===== src/rtl/fir_sequencer.sv =====
// Phase sequencer for the FIR accelerator: clear -> tap load -> stream run -> drain -> done.
// Optional watchdog enabled by defining FIR_SEQ_TIMEOUT_EN (err_o tied low otherwise).
module fir_sequencer #(
    parameter int unsigned NB_TAPS        = 50,
    parameter int unsigned CNT_WIDTH      = 16,
    parameter int unsigned TIMEOUT_CYCLES = 1024
) (
    input  logic                 clk_i,
    input  logic                 rst_ni,
    input  logic                 clear_i,
    input  logic                 start_i,
    input  logic [CNT_WIDTH-1:0] nb_samples_i,
    output logic                 dp_clear_o,
    output logic                 h_start_o,
    output logic                 x_start_o,
    output logic                 y_start_o,
    input  logic                 taps_ready_i,
    input  logic                 y_valid_i,
    input  logic                 y_ready_i,
    input  logic                 y_done_i,
    output logic                 busy_o,
    output logic                 done_o,
    output logic                 err_o,
    output logic [CNT_WIDTH-1:0] sample_cnt_o
);

    typedef enum logic [2:0] {
        S_IDLE, S_CLEAR, S_LOAD, S_RUN, S_DRAIN, S_DONE
    } state_e;

    state_e               state_q, state_d;
    logic                 first_q, first_d;
    logic [CNT_WIDTH-1:0] n_q, n_d;
    logic [CNT_WIDTH-1:0] cnt_q, cnt_d;
    logic                 y_hs;
    logic                 cnt_inc;

    assign y_hs = y_valid_i & y_ready_i;

`ifdef FIR_SEQ_TIMEOUT_EN
    localparam int unsigned WD_W = $clog2(TIMEOUT_CYCLES + 1);
    logic [WD_W-1:0] wd_q, wd_d;
    logic            err_q, err_d;
    logic            wd_active;
`endif

    always_comb begin
        state_d = state_q;
        n_d     = n_q;
        cnt_d   = cnt_q;
        cnt_inc = 1'b0;
`ifdef FIR_SEQ_TIMEOUT_EN
        err_d     = err_q;
        wd_d      = wd_q;
        wd_active = (state_q == S_LOAD) || (state_q == S_RUN) || (state_q == S_DRAIN);
`endif
        case (state_q)
            S_IDLE: begin
                if (start_i) begin
                    state_d = S_CLEAR;
                    n_d     = nb_samples_i;
                    cnt_d   = '0;
`ifdef FIR_SEQ_TIMEOUT_EN
                    err_d   = 1'b0;
`endif
                end
            end
            S_CLEAR: state_d = (n_q == '0) ? S_DONE : S_LOAD;
            S_LOAD: begin
                if (taps_ready_i) state_d = S_RUN;
            end
            S_RUN: begin
                if (y_hs) begin
                    cnt_inc = 1'b1;
                    cnt_d   = cnt_q + 1'b1;
                    if (cnt_d == n_q) state_d = S_DRAIN;
                end
            end
            S_DRAIN: begin
                if (y_done_i) state_d = S_DONE;
            end
            S_DONE:  state_d = S_IDLE;
            default: state_d = S_IDLE;
        endcase

`ifdef FIR_SEQ_TIMEOUT_EN
        // Expiry overrides any regular transition taken in the same cycle.
        if (wd_active && (wd_q == WD_W'(TIMEOUT_CYCLES - 1))) begin
            state_d = S_DONE;
            err_d   = 1'b1;
        end
        if (!wd_active || (state_d != state_q) || cnt_inc) wd_d = '0;
        else                                                wd_d = wd_q + 1'b1;
`endif

        if (clear_i) begin
            state_d = S_IDLE;
            cnt_d   = '0;
`ifdef FIR_SEQ_TIMEOUT_EN
            wd_d    = '0;
            err_d   = 1'b0;
`endif
        end

        first_d = (state_d != state_q);
    end

    always_ff @(posedge clk_i) begin
        if (!rst_ni) begin
            state_q <= S_IDLE;
            first_q <= 1'b0;
            n_q     <= '0;
            cnt_q   <= '0;
`ifdef FIR_SEQ_TIMEOUT_EN
            wd_q    <= '0;
            err_q   <= 1'b0;
`endif
        end else begin
            state_q <= state_d;
            first_q <= first_d;
            n_q     <= n_d;
            cnt_q   <= cnt_d;
`ifdef FIR_SEQ_TIMEOUT_EN
            wd_q    <= wd_d;
            err_q   <= err_d;
`endif
        end
    end

    // first_q marks the first cycle spent in the current state.
    assign dp_clear_o   = (state_q == S_CLEAR);
    assign h_start_o    = (state_q == S_LOAD) && first_q;
    assign x_start_o    = (state_q == S_RUN) && first_q;
    assign y_start_o    = (state_q == S_RUN) && first_q;
    assign busy_o       = (state_q != S_IDLE);
    assign done_o       = (state_q == S_DONE);
    assign sample_cnt_o = cnt_q;
`ifdef FIR_SEQ_TIMEOUT_EN
    assign err_o = err_q;
`else
    assign err_o = 1'b0;
`endif

    if (NB_TAPS < 1) begin : g_bad_taps
        $error("fir_sequencer: NB_TAPS must be at least 1");
    end
    if (TIMEOUT_CYCLES < 1) begin : g_bad_timeout
        $error("fir_sequencer: TIMEOUT_CYCLES must be at least 1");
    end

    a_cnt_bound: assert property (@(posedge clk_i) disable iff (!rst_ni)
        (state_q != S_IDLE) |-> (cnt_q <= n_q));

endmodule


===== config.mk =====
export PLATFORM = sky130hd
export DESIGN_NAME = fir_sequencer
export DESIGN_NICKNAME = d
export VERILOG_FILES = /design/src/rtl/fir_sequencer.sv
export SDC_FILE = /design/constraint.sdc
export NUM_CORES = 1
export LEC_CHECK = 0
export CAP_MARGIN = 20
export CELL_PAD_IN_SITES_DETAIL_PLACEMENT = 0
export CELL_PAD_IN_SITES_GLOBAL_PLACEMENT = 2
export CORE_ASPECT_RATIO = 1.2
export CORE_UTILIZATION = 29
export DETAILED_ROUTE_END_ITERATION = 12
export GPL_ROUTABILITY_DRIVEN = 0
export HOLD_SLACK_MARGIN = 0.12
export PLACE_DENSITY_LB_ADDON = 0.1
export SLEW_MARGIN = 20
export SYNTH_ARGS = -nofsm -noshare
export SYNTH_HDL_FRONTEND = slang
export SYNTH_SLANG_ARGS = --single-unit

===== constraint.sdc =====
create_clock -name clk_i -period 2.45 [get_ports clk_i]
set_input_delay 0.245 -clock clk_i [delete_from_list [all_inputs] [get_ports clk_i]]
set_output_delay 0.245 -clock clk_i [all_outputs]
set_load 0.02 [all_outputs]

### Word-level counts from Yosys, hierarchy flattened

Cells that the tools add are included.

| operators by class | value |
|---|---|
| add/sub/neg operators | 1 |
| equality and inequality tests | 9 |
| muxes and demuxes | 11 |
| bitwise operators | 2 |
| reduce and logical (&&, ||, !) cells | 9 |

Operators with widths:

| kind | number |
|---|---|
| $mux W16 | 2 |
| $pmux W16 S2 | 1 |
| $mux W3 | 7 |
| $add A16 B1 Y16 const B | 1 |
| $eq A16 B16 Y1 | 1 |
| $logic_not A16 Y1 | 1 |
| $pmux W3 S5 | 1 |
| $eq A3 B2 Y1 const B | 2 |
| $eq A3 B3 Y1 const B | 2 |
| $ne A2 B2 Y1 const B | 2 |
| $eq A3 B1 Y1 const B | 1 |
| $logic_not A3 Y1 | 1 |
| $ne A3 B3 Y1 | 1 |
| $reduce_and A3 Y1 | 1 |
| $reduce_bool A3 Y1 | 1 |
| $logic_and A1 B1 Y1 | 2 |
| $reduce_and A2 Y1 | 1 |
| $reduce_bool A2 Y1 | 1 |
| $reduce_or A2 Y1 | 1 |
| $and A1 B1 Y1 | 1 |
| $not A1 Y1 | 1 |

| storage, ports and cells | value |
|---|---|
| bits in registers | 36 |
| input port bits | 24 |

### Logic depth before layout (Yosys ltp)

Gate-level depths: netlist of the first run.

| depth | value |
|---|---|
| depth after elaboration | 7 |
| depth in mapped cells | 9 |
| depth with buffers taken out | 8 |

### Least setup slack after synthesis of the first run

Ideal clock, no wire load.

| timing path | value |
|---|---|
| kind | register to register |
| from | register cnt_q[0], in the netlist sample_cnt_o[0] |
| to | register state_q[0] |
| setup time | 0.126 ns |
| data arrival time | 2.206 ns |
| path slack | 0.117 ns |
| cell stages (with the launch flop) | 10 |
| clock period less this slack | 2.333 ns |
| path through | dfxtp_1 -> ha_1 -> and3_1 -> buf_4 -> and3_2 -> nand4_1 -> xnor2_1 -> o2111ai_1 -> nor4b_4 -> a21oi_1 |

| between the ends | value |
|---|---|
| longest elaborated chain between the ends | 6 |

RTL lines:

| what | line | RTL |
|---|---|---|
| start: declaration | 34 | `logic [CNT_WIDTH-1:0] cnt_q, cnt_d;` |
| start signal: assignment | 122 | `cnt_q <= cnt_d;` |
| $add A16 B1 Y16 | 75 | `cnt_d = cnt_q + 1'b1;` |
| $eq A16 B16 Y1 | 76 | `if (cnt_d == n_q) state_d = S_DRAIN;` |
| $mux W3 | 76 |  |
| $mux W3 | 73 | `if (y_hs) begin` |
| $pmux W3 S5 | 57 | `case (state_q)` |
| $mux W3 | 96 | `if (clear_i) begin` |
| end signal: assignment | 119 | `state_q <= state_d;` |
| end: declaration | 31 | `state_e state_q, state_d;` |

No other way between the ends.
A chain may end at the register's enable or synchronous reset.

### Worst setup path in the final report of the first run

| timing path | value |
|---|---|
| from | register cnt_q[1], in the netlist sample_cnt_o[1] |
| to | register state_q[1] |

Same word-level chain as after synthesis.

==> impl_metrics.tcl, run 1 <==
set metrics [dict create \
    ir_drop_uv 192 \
    core-area_mm2 0.00771 \
    r2r-start "sample_cnt_o[1]$_SDFFE_PP0P_" \
    post-synth-top-area-fraction_pct 31.0 \
    clock.fmax_mhz 442 \
    ys_seq_elements 36 \
    cts_buffers 5 \
    cp_cell_sequence "ha_2, and3_4, and3_4, xnor2_1, a2111oi_2, nand4_1, nor4b_4, a21oi_1" \
    port-buffer-count 45 \
    timing.rr.end "state_q[1]$_SDFF_PN0_" \
    synth_area_leader_cell "dfxtp_1" \
    critPathCaptureType "flop" \
    nets 384 \
    grt_start_max_net_pins 20 \
    power_density_mw_per_mm2 426 \
    hold_path.class "flop to flop" \
    design.portCount 47 \
    drtIter0Drc 87 \
    whs_ps 495 \
    route.vias.total 2294 \
    drt_wl_total_um 6920 \
    worstSetupPathType "flop to flop" \
    critPathMaxFanout 6 \
    drive_above_1_share_pct 13.1 \
    finalSetupViolCount 0 \
    maxCapViolations 0 \
    period_needed_ps 2260 \
    cts.sinks 36 \
    syn_nets 334 \
    period_share_pct 92.3 \
    max_stage_delay_ps 420 \
    cts_tree "built" \
    dieArea_mm2 0.00838 \
    syn_to_final_growth_pct 30.6 \
    antenna_found_initial 0 \
    grt_use_total_pct 17.1 \
    leakage_nw 1.10 \
    fin_util_pct 39.4 \
    antenna_cells 0 \
    rows 35 \
    hold_path_depth 2 \
    clockRootBuffer "clkbuf_8" \
    ys.flop_type "dfxtp_1" \
    p_total_mw 1.29 \
    grt_pass1_vias 2220 \
    cpMaxStageDelayCell "nor4b_4" \
    critPathBufInv 0 \
    ff2ff_path_depth 8 \
    wl_per_cell_um 15.3 \
    drc 0 \
    netlist_area_mm2 0.00232 \
    dp_hpwl_um 5110 \
    grt_first_pass_wirelength_um 11300 \
    clk_path_buf_depth 2 \
    synth_area_leaders "dfxtp_1 (31%), nand2_1 (8.2%), a21boi_0 (5.2%), nor2_1 (4.5%), a21oi_1 (4.3%)" \
    multi_input_comb_area_mm2 0.00146 \
    yosys_warnings 0 \
    synth_seq_area_share_pct 31.0 \
    synth_cell_types 50 \
    clkSlewWorstSetupHoldPaths_ps 80 \
    slew_viol_final 0 \
    relSlewSlack_pct 66.1 \
    status "finished clean" \
    r2r_setup_slack_ps 190 \
    max_slew.worst_pin.slew_ps 507 \
    yosysMostFrequentCell "nand2_1" \
    hold_buffers 0 \
    start_kind "flop" \
    initial_core_util_pct 30.2 \
    worstHoldEndpoint "n_q[0]$_SDFFE_PN0P_" \
    hold_violations 0 \
    fill_cells 850 \
    grt-ovfl-total 0 \
    drtAntennaViolNets 0 \
    die_x_um 83.7 \
    hp-start "n_q[0]$_SDFFE_PN0P_" \
    clk_latency_ps 290 \
    crit_arrival_ps 2430 \
    htree_levels 2 \
    cp_common_cell "and3_4" \
    viasPerCell 5.08 \
    synth-edff-count 0 \
    required_ps 2620 \
    synth_cells 309 \
    firstDrtPassIters 4 \
    crit_family "simple AND/OR/NAND/NOR gates" \
    worst_clock_skew_ps 3.09 \
    die_h_um 100 \
    synth.top_cells.by_count "nand2_1 (51), dfxtp_1 (36), nor2_1 (28)" \
    syn_area_per_cell_um2 7.52 \
    async_reset_ff_share_pct 0 \
    seqCellArea_um2 724 \
]
metrics by stage:
step / TNS (ps) / setup slack [ps] / cell area [um^2] / cells
after floorplan: 0 / 117 / 2320 / 309
after global placement: 0 / 201 / 2900 / 442
after detailed placement: 0 / 126 / 2900 / 442
after CTS: 0 / 97.9 / 3000 / 450
after global routing: -1.78 / -1.78 / 3040 / 452
final: 0 / 188 / 3040 / 452
logic make-up (layout without fill, tap and decap cells):
group	Yosys count	after routing	share of synthesized area [%]
AND/OR/NAND/NOR	147	147	32.1
AO/OA/AOI/OAI	75	75	21.1
flip-flops	36	36	31.0
buffers and inverters	28	79	6.78
XOR/XNOR	17	17	6.40
multiplexers	4	4	1.94
adder cells (fa/ha/maj)	1	1	0.538
other	1	1	0.161
state kept, by name (all words and copies together) (netlist names):
name and count:
first_q 1, n_q 16, sample_cnt_o 16, state_q 3
per-layer routing:
layer	vias to the layer above	track usage [%]	wire length (um)
met4	0	5.74	118
met3	8	2.96	258
met1	1031	22.2	3370
li1	1195	-	-
met5	-	0	0
met2	60	28.8	3180
worst min-delay path: cells and delay by family (launching register included):
| family | cells | cell delay [ps] |
|---|---|---|
| DFF | 1 | 330 |
| and+or+nand+nor | 1 | 50 |
| AOI/OAI and AO/OA | 1 | 60 |
placed cells by master, fill, tap and decap left out, types with 7 or more instances in the layout:
cell type,Yosys,layout
nand2_1,51,51
clkdlybuf4s50_1,0,45
dfxtp_1,36,33
nor2_1,28,28
buf_4,5,23
a21oi_1,20,19
a21boi_0,16,16
o21ai_0,16,16
nor3_1,13,13
xnor2_1,10,10
nand3_1,9,9
nor4_1,9,9
xor2_1,7,7
worst max-delay path by stage:
stage | start | to | slack, ps | depth (start not counted)
2_1_floorplan | sample_cnt_o[0]$_SDFFE_PP0P_ | state_q[0]$_SDFF_PN0_ | 120 | 9
3_3_place_gp | sample_cnt_o[1]$_SDFFE_PP0P_ | state_q[1]$_SDFF_PN0_ | 200 | 8
3_5_place_dp | sample_cnt_o[1]$_SDFFE_PP0P_ | state_q[0]$_SDFF_PN0_ | 130 | 8
4_1_cts | sample_cnt_o[1]$_SDFFE_PP0P_ | state_q[0]$_SDFF_PN0_ | 100 | 8
5_1_grt | sample_cnt_o[1]$_SDFFE_PP0P_ | state_q[1]$_SDFF_PN0_ | -2 | 8
6_report | sample_cnt_o[1]$_SDFFE_PP0P_ | state_q[1]$_SDFF_PN0_ | 190 | 8
report_power, final:
group          switching (mW)  internal [mW]  leakage, nW
logic                   0.101         0.0983        0.763
clock network           0.241          0.228       0.0434
registers              0.0203          0.603        0.294
total                   0.362          0.930         1.10
timing repair:
action | in CTS | in global routing
setup buffers | 0 | 2
gates resized for setup | 0 | 10
setup endpoints to repair | 0 | 4
area by class of cell:
| type | instances | area share (%) |
|---|---|---|
| Clock buffer | 6 | 2.72 |
| Multi-Input combinational cell | 245 | 48.2 |
| Clock inverter | 2 | 0.495 |
| Inverter | 3 | 0.371 |
| Tap cell | 92 | 3.79 |
| Timing Repair Buffer | 68 | 20.5 |
| Sequential cell | 36 | 23.9 |
No activity file was read; power rests on OpenSTA's default activity.
==> run 2: changes to the inputs <==
--- a/config.mk
+++ b/config.mk
@@ -5,10 +5,10 @@
 export SDC_FILE = /design/constraint.sdc
 export NUM_CORES = 1
 export LEC_CHECK = 0
+export ABC_AREA = 0
 export CAP_MARGIN = 20
 export CELL_PAD_IN_SITES_DETAIL_PLACEMENT = 0
 export CELL_PAD_IN_SITES_GLOBAL_PLACEMENT = 2
-export CORE_ASPECT_RATIO = 1.2
 export CORE_UTILIZATION = 29
 export DETAILED_ROUTE_END_ITERATION = 12
 export GPL_ROUTABILITY_DRIVEN = 0
==> constraint.sdc (replaced) <==
create_clock -name clk_i -period 2.3 [get_ports clk_i]
set_input_delay 0.23 -clock clk_i [delete_from_list [all_inputs] [get_ports clk_i]]
set_output_delay 0.23 -clock clk_i [all_outputs]
set_load 0.02 [all_outputs]
==> run 2 against run 1 <==
Net effect:
- power up 12%
- critical endpoint unchanged
- highest routed layer unchanged
- largest power group unchanged
- count of clock-buffer cells in the layout down 1
- first-iteration DRC count down 15%
- maximum frequency increased by 5.2%
- critical path type unchanged
- sequential power up 7.1%
- global-route usage up 0.11 points
==> impl_metrics.tcl, run 2 (synthesis results as in run 1) <==
set metrics [dict create \
    status "finished clean" \
    crit_family "simple AND/OR/NAND/NOR gates" \
    critPathLaunch "sample_cnt_o[1]$_SDFFE_PP0P_" \
    critPathMaxFanout 7 \
    syn_to_final_growth_pct 35.3 \
    hold_violations 0 \
    timing.rr.end "state_q[1]$_SDFF_PN0_" \
    leakage_nw 1.15 \
    tns_ps 0 \
    clock.fmax_mhz 465 \
    finalSetupViolCount 0 \
    drive_above_1_share_pct 15.5 \
    wl_per_cell_um 15.0 \
    design.portCount 47 \
    cp_common_cell "and3_4" \
    clockRootBuffer "clkbuf_8" \
    die_x_um 91.5 \
    fill_cells 805 \
    route.vias.total 2369 \
    ir_drop_uv 173 \
    drt_wl_total_um 7070 \
    ff2ff_path_depth 8 \
    hold_path.class "primary input to flop" \
    maxCapViolations 0 \
    drtAntennaViolNets 0 \
    period_needed_ps 2150 \
    antenna_cells 0 \
    clk_latency_ps 290 \
    worstSetupPathType "flop to flop" \
    cp.depth 8 \
    stdcell_area_mm2 0.00315 \
    grt_first_pass_wirelength_um 11400 \
    place_area_mm2 0.00297 \
    grt_start_max_net_pins 20 \
    drc 0 \
    initial_core_util_pct 30.1 \
    critPathCaptureType "flop" \
    drtIter0Drc 74 \
    grt-ovfl-total 0 \
    power_density_mw_per_mm2 459 \
    final_common_cell "nand2_1" \
    core-area_mm2 0.00773 \
    required_ps 2460 \
    clkSlewWorstSetupHoldPaths_ps 80 \
    start_kind "flop" \
    viasPerCell 5.04 \
    hold_buffers 0 \
    htree_levels 2 \
    die_h_um 91.5 \
    rows 32 \
    r2r-start "sample_cnt_o[1]$_SDFFE_PP0P_" \
    cp_cell_sequence "ha_2, and3_4, and3_4, nand4_1, xnor2_1, o2111ai_2, nor4b_4, a21oi_1" \
    crit_arrival_ps 2310 \
    period_share_pct 93.5 \
    firstDrtPassIters 4 \
    clk_path_buf_depth 2 \
    grt_use_total_pct 17.2 \
    cts_tree "built" \
    worst_clock_skew_ps 9.12 \
    critPathBufInv 0 \
    mostFrequentLayoutCells "nand2_1 (51), clkdlybuf4s50_1 (45), dfxtp_1 (35), buf_4 (31), nor2_1 (28)" \
    max_slew.worst_pin.slew_ps 521 \
    max_stage_delay_ps 390 \
    dp_hpwl_um 5320 \
    grt_pass1_vias 2257 \
    cts.sinks 36 \
    p_total_mw 1.44 \
    r2r_setup_slack_ps 150 \
    antenna_found_initial 0 \
    cts_buffers 5 \
    slew_viol_final 0 \
    relSlewSlack_pct 65.2 \
    dieArea_mm2 0.00838 \
    critPathCapture "state_q[1]$_SDFF_PN0_" \
    cpMaxStageDelayCell "nor4b_4" \
    nets 392 \
    port-buffer-count 45 \
]
-- run 2: changes by cell type in the layout (fill, tap and decap cells not counted), moves of 2 or more --
cell     previous run  this run
dfxtp_1            33        35
nor3_1             13        11
nor3_2              0         2
dfxtp_2             3         1
buf_4              23        31
-- run 2: worst register-to-register path, delay by kind of cell, from the launching register on --
kind / cells / cell delay (ps)
simple gates: 4 / 950
flops: 1 / 340
compound gates: 2 / 290
xor+xnor: 1 / 260
fa+ha+maj: 1 / 180
-- run 2: what timing repair did --
action,CTS,global route
buffers inserted,0,3
endpoints found under the setup margin,2,4
resized for setup,0,13
pin swaps,1,7
-- run 2: report_power, final --
| part | leakage, nW | switching [mW] | internal [mW] | total, mW |
|---|---|---|---|---|
| sequential | 0.293 | 0.0253 | 0.643 | 0.668 |
| combinational | 0.805 | 0.105 | 0.109 | 0.214 |
| clock | 0.0541 | 0.241 | 0.321 | 0.562 |
| total | 1.15 | 0.372 | 1.07 | 1.44 |
-- run 2: metrics by stage --
step / hold WS (ps) / utilization [%] / setup slack [ps] / cells
3_3_place_gp: 490 / 38.4 / 144 / 459
2_1_floorplan: 375 / - / 16.5 / 309
6_report: 490 / 40.7 / 150 / 470
4_1_cts: 483 / 39.8 / 8.63 / 467
3_5_place_dp: 501 / 38.4 / 36.3 / 459
5_1_grt: 496 / 40.7 / -4.12 / 470
-- run 2: layout make-up --
type / instances / area [um^2] / area share (%)
timing repair buffer: 76 / 683 / 21.7
inverter: 3 / 11.3 / 0.358
clock inverter: 3 / 42.5 / 1.35
sequential: 36 / 722 / 23.0
tap: 102 / 128 / 4.06
multi-input combinational: 245 / 1490 / 47.4
clock buffer: 5 / 68.8 / 2.19
-- run 2: worst min-delay path by stage --
| stage | slack (ps) | cells after the start | endpoint | startpoint |
|---|---|---|---|---|
| final | 490 | 3 | n_q[5]$_SDFFE_PN0P_ | nb_samples_i[5] |
| after global routing | 500 | 3 | n_q[4]$_SDFFE_PN0P_ | nb_samples_i[4] |
| after CTS | 480 | 3 | n_q[3]$_SDFFE_PN0P_ | nb_samples_i[3] |
| after detailed placement | 500 | 2 | n_q[1]$_SDFFE_PN0P_ | n_q[1]$_SDFFE_PN0P_ |
| after global placement | 490 | 2 | n_q[12]$_SDFFE_PN0P_ | n_q[12]$_SDFFE_PN0P_ |
| after floorplan | 370 | 2 | n_q[0]$_SDFFE_PN0P_ | nb_samples_i[0] |
-- run 2: routing by layer --
metal  vias up  routed length [um]  global-route usage, %
met3         2                 215                   3.10
met2        39                3350                   29.6
li1       1208                   -                      -
met5         -                   0                      0
met4         0                  25                   3.31
met1      1120                3480                   22.5
==> run 3: changes to the inputs <==
--- a/config.mk
+++ b/config.mk
@@ -10,6 +10,7 @@
 export CELL_PAD_IN_SITES_DETAIL_PLACEMENT = 0
 export CELL_PAD_IN_SITES_GLOBAL_PLACEMENT = 2
 export CORE_UTILIZATION = 29
+export CTS_CLUSTER_DIAMETER = 200
 export DETAILED_ROUTE_END_ITERATION = 12
 export GPL_ROUTABILITY_DRIVEN = 0
 export HOLD_SLACK_MARGIN = 0.12
@@ -18,3 +19,4 @@
 export SYNTH_ARGS = -nofsm -noshare
 export SYNTH_HDL_FRONTEND = slang
 export SYNTH_SLANG_ARGS = --single-unit
+export TNS_END_PERCENT = 5
==> results of run 3 <==
Same layout as run 2: the final DEF is identical, and so are final timing and power.
